### src/rtl/apb_timer_pkg.sv
// Shared definitions for the APB timer: register offsets, CTRL bit positions,
// handshake FSM states and the address/access error decode.
package apb_timer_pkg;

  localparam logic [3:0] OFF_CTRL   = 4'h0;
  localparam logic [3:0] OFF_LOAD   = 4'h4;
  localparam logic [3:0] OFF_VALUE  = 4'h8;
  localparam logic [3:0] OFF_STATUS = 4'hC;

  localparam int CTRL_EN     = 0;
  localparam int CTRL_RELOAD = 1;
  localparam int CTRL_IRQEN  = 2;

  typedef enum logic {
    ST_IDLE = 1'b0,
    ST_DONE = 1'b1
  } state_e;

  // Out-of-window, misaligned, or a write to the read-only VALUE register.
  function automatic logic addr_err(input logic [11:0] addr, input logic wr);
    return (addr[11:4] != 8'd0) || (addr[1:0] != 2'd0) ||
           (wr && (addr[3:0] == OFF_VALUE));
  endfunction

endpackage

### src/rtl/apb_timer_if.sv
// APB slave-side bus bundle for the timer (clock and reset stay separate).
interface apb_timer_if;
  logic        psel;
  logic        penable;
  logic        pwrite;
  logic [31:0] paddr;
  logic [31:0] pwdata;
  logic [31:0] prdata;
  logic        pready;
  logic        pslverr;

  modport master (
    output psel, penable, pwrite, paddr, pwdata,
    input  prdata, pready, pslverr
  );

  modport slave (
    input  psel, penable, pwrite, paddr, pwdata,
    output prdata, pready, pslverr
  );
endinterface

### src/rtl/apb_timer_counter.sv
// Down-counter with optional auto-reload, terminal-count FLAG and the
// CTRL/LOAD/STATUS storage it depends on.
module apb_timer_counter
  import apb_timer_pkg::*;
(
  input  logic        clk,
  input  logic        rst,
  input  logic        ctrl_we,
  input  logic        load_we,
  input  logic        status_w1c,
  input  logic [31:0] wdata,
  output logic [2:0]  ctrl,
  output logic [31:0] load,
  output logic [31:0] value,
  output logic        flag
);

  logic [2:0]  ctrl_q, ctrl_d;
  logic [31:0] load_q, load_d;
  logic [31:0] value_q, value_d;
  logic        flag_q, flag_d;

  // Next state: count, terminal count, then bus writes layered on top so
  // they win over the automatic updates of the same cycle.
  always_comb begin
    ctrl_d  = ctrl_q;
    load_d  = load_q;
    value_d = value_q;
    flag_d  = flag_q;
    if (status_w1c) flag_d = 1'b0;
    if (ctrl_q[CTRL_EN]) begin
      if (value_q != 32'd0) begin
        value_d = value_q - 32'd1;
      end else begin
        flag_d = 1'b1;
        if (ctrl_q[CTRL_RELOAD]) value_d = load_q;
        else                     ctrl_d[CTRL_EN] = 1'b0;
      end
    end
    if (ctrl_we) ctrl_d = wdata[2:0];
    if (load_we) begin
      load_d  = wdata;
      value_d = wdata;
    end
  end

  // Register update with synchronous reset.
  always_ff @(posedge clk) begin
    if (rst) begin
      ctrl_q  <= '0;
      load_q  <= '0;
      value_q <= '0;
      flag_q  <= 1'b0;
    end else begin
      ctrl_q  <= ctrl_d;
      load_q  <= load_d;
      value_q <= value_d;
      flag_q  <= flag_d;
    end
  end

  assign ctrl  = ctrl_q;
  assign load  = load_q;
  assign value = value_q;
  assign flag  = flag_q;

endmodule

### src/rtl/apb_timer.sv
// APB timer top: bus decode, one-wait-state handshake FSM, read mux and IRQ.
//
//   state   | meaning
//   --------+-----------------------------------------------------------
//   ST_IDLE | waiting for an access phase; PREADY low
//   ST_DONE | PREADY high for one cycle; writes commit at the end of it
module apb_timer
  import apb_timer_pkg::*;
(
  input  logic        pclk,
  input  logic        preset,
  apb_timer_if.slave  apb,
  output logic        irq
);

  state_e      state_q, state_d;
  logic        pready_q, pready_d;
  logic        pslverr_q, pslverr_d;
  logic [31:0] prdata_q, prdata_d;

  logic [3:0]  off;
  logic        access;
  logic        commit;
  logic [31:0] rd_data;
  logic        ctrl_we, load_we, status_w1c;
  logic [2:0]  ctrl;
  logic [31:0] load, value;
  logic        flag;
  logic        unused_paddr_hi;

  assign unused_paddr_hi = ^apb.paddr[31:12];

  // Address decode, commit qualification and register read mux.
  always_comb begin
    off        = apb.paddr[3:0];
    access     = apb.psel && apb.penable;
    commit     = (state_q == ST_DONE) && access && !pslverr_q && apb.pwrite;
    ctrl_we    = commit && (off == OFF_CTRL);
    load_we    = commit && (off == OFF_LOAD);
    status_w1c = commit && (off == OFF_STATUS) && apb.pwdata[0];
    case (off)
      OFF_CTRL:   rd_data = {29'd0, ctrl};
      OFF_LOAD:   rd_data = load;
      OFF_VALUE:  rd_data = value;
      OFF_STATUS: rd_data = {31'd0, flag};
      default:    rd_data = 32'd0;
    endcase
  end

  // Handshake next state; response data and error are captured on IDLE->DONE.
  always_comb begin
    state_d   = state_q;
    pready_d  = 1'b0;
    pslverr_d = 1'b0;
    prdata_d  = prdata_q;
    case (state_q)
      ST_IDLE: begin
        if (access) begin
          state_d   = ST_DONE;
          pready_d  = 1'b1;
          pslverr_d = addr_err(apb.paddr[11:0], apb.pwrite);
          prdata_d  = (apb.pwrite || pslverr_d) ? 32'd0 : rd_data;
        end
      end
      ST_DONE: state_d = ST_IDLE;
      default: state_d = ST_IDLE;
    endcase
  end

  // Handshake registers with synchronous reset.
  always_ff @(posedge pclk) begin
    if (preset) begin
      state_q   <= ST_IDLE;
      pready_q  <= 1'b0;
      pslverr_q <= 1'b0;
      prdata_q  <= '0;
    end else begin
      state_q   <= state_d;
      pready_q  <= pready_d;
      pslverr_q <= pslverr_d;
      prdata_q  <= prdata_d;
    end
  end

  apb_timer_counter u_counter (
    .clk        (pclk),
    .rst        (preset),
    .ctrl_we    (ctrl_we),
    .load_we    (load_we),
    .status_w1c (status_w1c),
    .wdata      (apb.pwdata),
    .ctrl       (ctrl),
    .load       (load),
    .value      (value),
    .flag       (flag)
  );

  assign apb.pready  = pready_q;
  assign apb.pslverr = pslverr_q;
  assign apb.prdata  = prdata_q;
  assign irq         = flag & ctrl[CTRL_IRQEN];

endmodule
### src/flat_wrapper.sv
// flat-port wrapper written by rule: the top's interface ports become plain ports
module apb_timer_flat import apb_timer_pkg::*;
  (pclk, preset, irq, apb_psel, apb_penable, apb_pwrite, apb_paddr, apb_pwdata, apb_prdata, apb_pready, apb_pslverr);
  apb_timer_if apb_i ();
  input  logic pclk;
  input  logic preset;
  output logic irq;
  input wire logic [$bits(apb_i.psel)-1:0] apb_psel;
  input wire logic [$bits(apb_i.penable)-1:0] apb_penable;
  input wire logic [$bits(apb_i.pwrite)-1:0] apb_pwrite;
  input wire logic [$bits(apb_i.paddr)-1:0] apb_paddr;
  input wire logic [$bits(apb_i.pwdata)-1:0] apb_pwdata;
  output wire logic [$bits(apb_i.prdata)-1:0] apb_prdata;
  output wire logic [$bits(apb_i.pready)-1:0] apb_pready;
  output wire logic [$bits(apb_i.pslverr)-1:0] apb_pslverr;
  assign apb_i.psel = apb_psel;
  assign apb_i.penable = apb_penable;
  assign apb_i.pwrite = apb_pwrite;
  assign apb_i.paddr = apb_paddr;
  assign apb_i.pwdata = apb_pwdata;
  assign apb_prdata = apb_i.prdata;
  assign apb_pready = apb_i.pready;
  assign apb_pslverr = apb_i.pslverr;
  apb_timer u_core (.pclk(pclk), .preset(preset), .apb(apb_i), .irq(irq));
endmodule
### config.mk
export PLATFORM = sky130hd
export DESIGN_NAME = apb_timer_flat
export DESIGN_NICKNAME = d
export VERILOG_FILES = /design/src/rtl/apb_timer_pkg.sv /design/src/rtl/apb_timer_if.sv /design/src/rtl/apb_timer_counter.sv /design/src/rtl/apb_timer.sv /design/src/flat_wrapper.sv
export SDC_FILE = /design/constraint.sdc
export NUM_CORES = 1
export LEC_CHECK = 0
export BUFFER_PORTS_ARGS = -buffer_cell sky130_fd_sc_hd__buf_2
export CORE_MARGIN = 2
export CORE_UTILIZATION = 30
export DETAILED_ROUTE_END_ITERATION = 16
export PLACE_DENSITY_LB_ADDON = 0.25
export REMOVE_ABC_BUFFERS = 1
export SETUP_SLACK_MARGIN = 0.4
export SYNTH_ARGS = -nofsm -noshare
export SYNTH_HDL_FRONTEND = slang
export SYNTH_SLANG_ARGS = --single-unit
### constraint.sdc
create_clock -name pclk -period 4.5 [get_ports pclk]
set_clock_uncertainty 0.1 [all_clocks]
set_input_delay 0.675 -clock pclk [delete_from_list [all_inputs] [get_ports pclk]]
set_output_delay 0.675 -clock pclk [all_outputs]
set_load 0.01 [all_outputs]
**Word-level counts from Yosys, hierarchy flattened**

Index checks and enable logic that the tools add are counted.

- Word-level logic and storage cells: 54
- Register bits: 103
- Input bits: 69
- Output and inout port bits: 35

- Equality and inequality tests: 3
- Reduce and logical (&&, ||, !) cells: 23
- Bitwise operators: 3
- $add $sub $neg: 1
- Multiplexer cells: 15

Operator list:

| kind | count |
|---|---|
| $mux 32 | 5 |
| $pmux 32 s4 | 1 |
| $reduce_bool 32->1 | 1 |
| $sub 32x1->32 const B | 1 |
| $logic_and 1x1->1 | 9 |
| $eq 4x4->1 const B | 2 |
| $mux 1 | 8 |
| $reduce_bool 8->1 | 1 |
| $eq 4x3->1 const B | 1 |
| $logic_not 4->1 | 1 |
| $reduce_and 2->1 | 2 |
| $reduce_bool 2->1 | 2 |
| $logic_or 1x1->1 | 3 |
| $reduce_bool 3->1 | 1 |
| $reduce_or 3->1 | 1 |
| $not 1->1 | 2 |
| $pmux 1 s2 | 1 |
| $reduce_or 2->1 | 1 |
| $and 1x1->1 | 1 |
| $logic_not 1->1 | 1 |

**Longest topological paths before layout**

- Depth after elaboration: 9
- Gate-level depth with buffers: 10
- Gate-level depth less buffers: 8

**Hierarchy**

A second synthesis with hierarchy kept.

- Cells, all modules: 627
- Area, all modules: 5451.5 µm²

Modules (own cells, without submodules):

| module | seq. area each (µm²) | area each (µm²) | cells each | times used |
|---|---|---|---|---|
| apb_timer_counter | 1361.3 | 3607.2 | 455 | 1 |
| apb_timer | 680.7 | 1844.3 | 172 | 1 |

**Least setup slack after synthesis**

No wires, ideal clock.

- Path type: input -> register
- Start: input port apb_paddr[3]
- End: register u_core.u_counter.load_q[29] (netlist: u_core.u_counter.load[29])
- Slack: 2.123 ns
- Setup time: 0.071 ns
- Buffers on the path: 4
- Data required time: 4.329 ns
- Cell stages on the path: 9
- Arrival time: 2.207 ns
- Path through: clkbuf_1 nor2b_1 and2_1 nand2b_1 clkbuf_1 clkbuf_1 clkbuf_1 nand2_1 a21oi_1

- Word-level cells in the longest chain between the ends: 2

RTL lines:

| element | RTL line | RTL |
|---|---|---|
| start, declared | flat_wrapper.sv:11 | `input wire logic [$bits(apb_i.paddr)-1:0] apb_paddr;` |
| $eq 4x3->1 | apb_timer.sv:39 | `load_we = commit && (off == OFF_LOAD);` |
| $logic_and 1x1->1 | apb_timer.sv:39 |  |
| end signal, assigned | apb_timer_counter.sv:56 | `load_q <= load_d;` |
| end, declared | apb_timer_counter.sv:19 | `logic [31:0] load_q, load_d;` |

No other way between the ends.
A chain may end at the register's enable or synchronous reset.

**Worst setup path after layout**

- Start: register u_core.u_counter.value_q[8] (netlist: u_core.u_counter.value[8])
- End: register u_core.u_counter.value_q[17] (netlist: u_core.u_counter.value[17])

- Word-level cells in the longest chain between the ends: 4
- Elaborated cells on any way between the ends: 7
- Classes of those cells: add/sub: 1; mux: 3; reduce/logical: 3

RTL lines:

| element | RTL line | RTL |
|---|---|---|
| start, declared | apb_timer_counter.sv:20 | `logic [31:0] value_q, value_d;` |
| start signal, assigned | apb_timer_counter.sv:57 | `value_q <= value_d;` |
| $sub 32x1->32 or $reduce_bool 32->1 (tied branches) | apb_timer_counter.sv:33, apb_timer_counter.sv:32 |  |
| $mux 32 | apb_timer_counter.sv:32 | `if (value_q != 32'd0) begin` |
| $mux 32 | apb_timer_counter.sv:31 | `if (ctrl_q[CTRL_EN]) begin` |
| $mux 32 | apb_timer_counter.sv:41 | `if (load_we) begin` |

Several ways; a longest one is shown, not always the timed one. The select of a mux whose other input is x is not followed.

==> impl_metrics.toml <==
[place]
hpwl_um = 10780
gp_congestion = 0.8464
io_buffers = 83
pre_cts_slack_ns = 1.389
dp_cells = 947

[power]
powerDensity_mw_per_mm2 = 290.9
peakVddDrop_v = 0.0001797
p_leak_uw = 0.002299
power_uw = 1803

[logic_synthesis]
synth_area_mm2 = 0.005321
synthFlopType = "dfxtp_1"
synthArstFlopShare_pct = 0
yosysSeqAreaShare_pct = 38.37
syn_area_per_cell_um2 = 7.803
synth_edf_count = 0
synth_cell_types = 62
ys_ff_latch = 102
ys_warn_count = 0
synth_cells = 682

[setup_path]
path_max_fanout = 11
rrSetupSlack_ns = 1.41
critPathKind = "flip-flop to flip-flop"
reg2reg_depth = 6
cpPeakStageDelay_ns = 0.60
critPathLaunchType = "flip-flop"
crit_path_cell_trace = "nor3_2 -> nand2_1 -> nor3_1 -> nor2_1 -> a221oi_1 -> a211oi_1"
crit_path_top_delay_cell = "nor3_1"
end_kind = "flip-flop"
arrival_ns = 3.19
crit_required_ns = 4.60

[detailed_routing]
route.detailed.drc = 0
firstDrtPassIters = 7
routed_wl_um = 16150
drtIter0Drc = 325
vias_per_cell = 5.272
ant_nets = 0
route.detailed.wl_per_inst_um = 16.77
vias = 5077

[clock_tree]
ctsHoldBuffers = 0
cts-resized-gates = 0
cts.htree.levels = 3
clk_pin_slew_ns = 0.07
cts-root-buf = "clkbuf_16"
clock-sinks = 102
cts_tree = "done"
clkLatencyLatePin_ns = 0.35
cts_max_path_buffers = 2
postCtsSetupRepairBufs = 0
numCtsBuffers = 9

[final_layout]
fin_nets = 804
insertedDiodeCount = 0
layout-drive-gt1-share_pct = 19.51
nFillCells = 1937
fin_cells = 963
multi_input_area_mm2 = 0.003034
synthToLayoutAreaGrowth_pct = 16.51
register_area_mm2 = 0.002042

[sta]
worst_slack_ns = 1.408
drv_slew = 0
fmax_ghz = 0.3235
post-route-period-util_pct = 68.70
finalSetupViolations = 0
rsz0062_at_grt = "no"
tightest_slew_ns = 0.8747
fin_crit_ns = 3.092
hold_viol_final = 0
tns_ns = 0
max_slew_margin_pct = 40.87

[grt]
grt_use_met1_pct = 24.51
grt_start_max_net_pins = 75
grt_pass1_wl_um = 26080
track_usage_pct = 17.68
grt_pass1_vias = 4955
gr-usage-met2_pct = 28.44
grt_use_met3_pct = 3.091
antenna_found_initial = 0
grt_busiest_layer = "met2"
grt-ovfl-total = 0

[die]
row_count = 48
ios = 104
die_y_um = 137.2
die_area_mm2 = 0.01882
start_util_pct = 30.77
fp.dieW_um = 137.2
coreArea_mm2 = 0.01730

[status]
outcome = "finished clean"

[run]
cap_violations = 0

[worst_hold_path]
hold_path_depth = 2
hold_path.class = "flip-flop to flip-flop"
[layer usage]
layer / wire, um / share of wire [%]
met5: 0 / 0
met4: 208 / 1.3
met3: 648 / 4.0
met2: 7277 / 45
met1: 8015 / 50
[path summary, 6_finish.rpt]
path	start	end
hold / removal	u_core.apb.prdata[0]$_SDFFE_PP0P_	u_core.apb.prdata[0]$_SDFFE_PP0P_
setup / recovery	u_core.u_counter.value[8]$_SDFFE_PP0P_	u_core.u_counter.value[17]$_SDFFE_PP0P_
hold reg to reg	u_core.apb.prdata[0]$_SDFFE_PP0P_	u_core.apb.prdata[0]$_SDFFE_PP0P_
setup reg to reg	u_core.u_counter.value[8]$_SDFFE_PP0P_	u_core.u_counter.value[17]$_SDFFE_PP0P_
[metrics by stage]
step	hold WS, ns	utilization, %	instance area [um2]
floorplan	0.3406	-	5070
global placement	0.3469	34.24	5923
finish	0.3618	35.84	6200
CTS	0.3612	35.84	6200
global route	0.3956	35.84	6200
detailed placement	0.3519	34.24	5923
[cell usage after synthesis (3+ instances only)]
master | instances | share of area [%]
a21oi_1 | 85 | 8.0
inv_1 | 4 | 0.28
a211o_1 | 4 | 0.66
nand2b_1 | 4 | 0.47
and2_1 | 4 | 0.47
a21o_1 | 4 | 0.56
o21ai_0 | 21 | 2.0
nor4b_1 | 3 | 0.49
nor3_2 | 3 | 0.56
a22oi_1 | 35 | 4.9
buf_2 | 6 | 0.56
xnor2_1 | 9 | 1.5
nand4_1 | 9 | 1.1
nand3_1 | 9 | 0.85
nor2_1 | 103 | 7.3
dfxtp_1 | 102 | 38
a221oi_1 | 10 | 1.6
mux2i_1 | 10 | 1.9
clkbuf_1 | 47 | 3.3
a211oi_1 | 15 | 2.1
a211oi_2 | 3 | 0.71
buf_4 | 4 | 0.56
nor2b_1 | 3 | 0.35
nor4_2 | 3 | 0.71
nor4_1 | 14 | 1.6
xor2_1 | 13 | 2.1
nand2_1 | 86 | 6.1
nor3_1 | 22 | 2.1
or3_1 | 3 | 0.35
a31oi_1 | 5 | 0.59
[final cells by class]
class | instances | share of cell area, %
multi-input cells | 517 | 48.94
clock buffers | 10 | 3.855
well taps | 225 | 4.541
inverters | 4 | 0.2422
repair buffers | 99 | 8.880
clock inverters | 6 | 0.6054
flip-flops and latches | 102 | 32.94
[critical path: cells and delay by family, from the launching register on]
| kind | cells | cell delay [ns] |
|---|---|---|
| flip-flops | 1 | 0.40 |
| AO/OA/AOI/OAI | 2 | 0.44 |
| AND/OR/NAND/NOR | 4 | 1.99 |
[kinds of logic (layout without fill, tap and decap cells)]
group	count (synthesis)	in the layout	share of synthesized area [%]
muxes	11	11	2.304
buffers and inverters	63	119	5.008
xor gates and xnor gates	22	22	3.621
AOI/OAI and AO/OA	196	196	23.44
DFF	102	102	38.37
adders and majority gates	2	2	0.4702
and+or+nand+nor	286	286	26.78
[registers in the layout, summed over array words and instances (netlist names)]
name                    flops
u_core.u_counter.load      32
u_core.apb.prdata          32
u_core.apb.pslverr          1
u_core.u_counter.flag       1
u_core.u_counter.value     32
u_core.apb.pready           1
u_core.u_counter.ctrl       3
[placed cells by master, fill, tap and decap left out, drive strengths merged, types with 3 or more instances in the layout]
master,Yosys,layout
nor2,105,105
nand4,11,11
a221oi,10,10
clkinv,0,3
clkbuf,47,10
nor2b,3,3
clkinvlp,0,3
nor4,19,19
or3,4,4
nor4b,5,5
nor3,25,25
xor2,13,13
a211o,4,4
nand2b,4,4
a21o,4,4
a31oi,5,5
o21ai,22,22
dfxtp,102,102
xnor2,9,9
nand2,86,86
inv,4,4
mux2i,10,10
and2,4,4
a211oi,18,18
buf,12,99
a22oi,35,35
nand3,11,11
a21oi,85,85
[report_power, final]
| group | leakage, uW | switching (uW) | internal (uW) |
|---|---|---|---|
| sequential | 0.000821 | 2.52 | 904 |
| clock | 0.000130 | 357 | 388 |
| combinational | 0.00135 | 95.3 | 57.4 |
No activity file was read; power rests on OpenSTA's default activity.
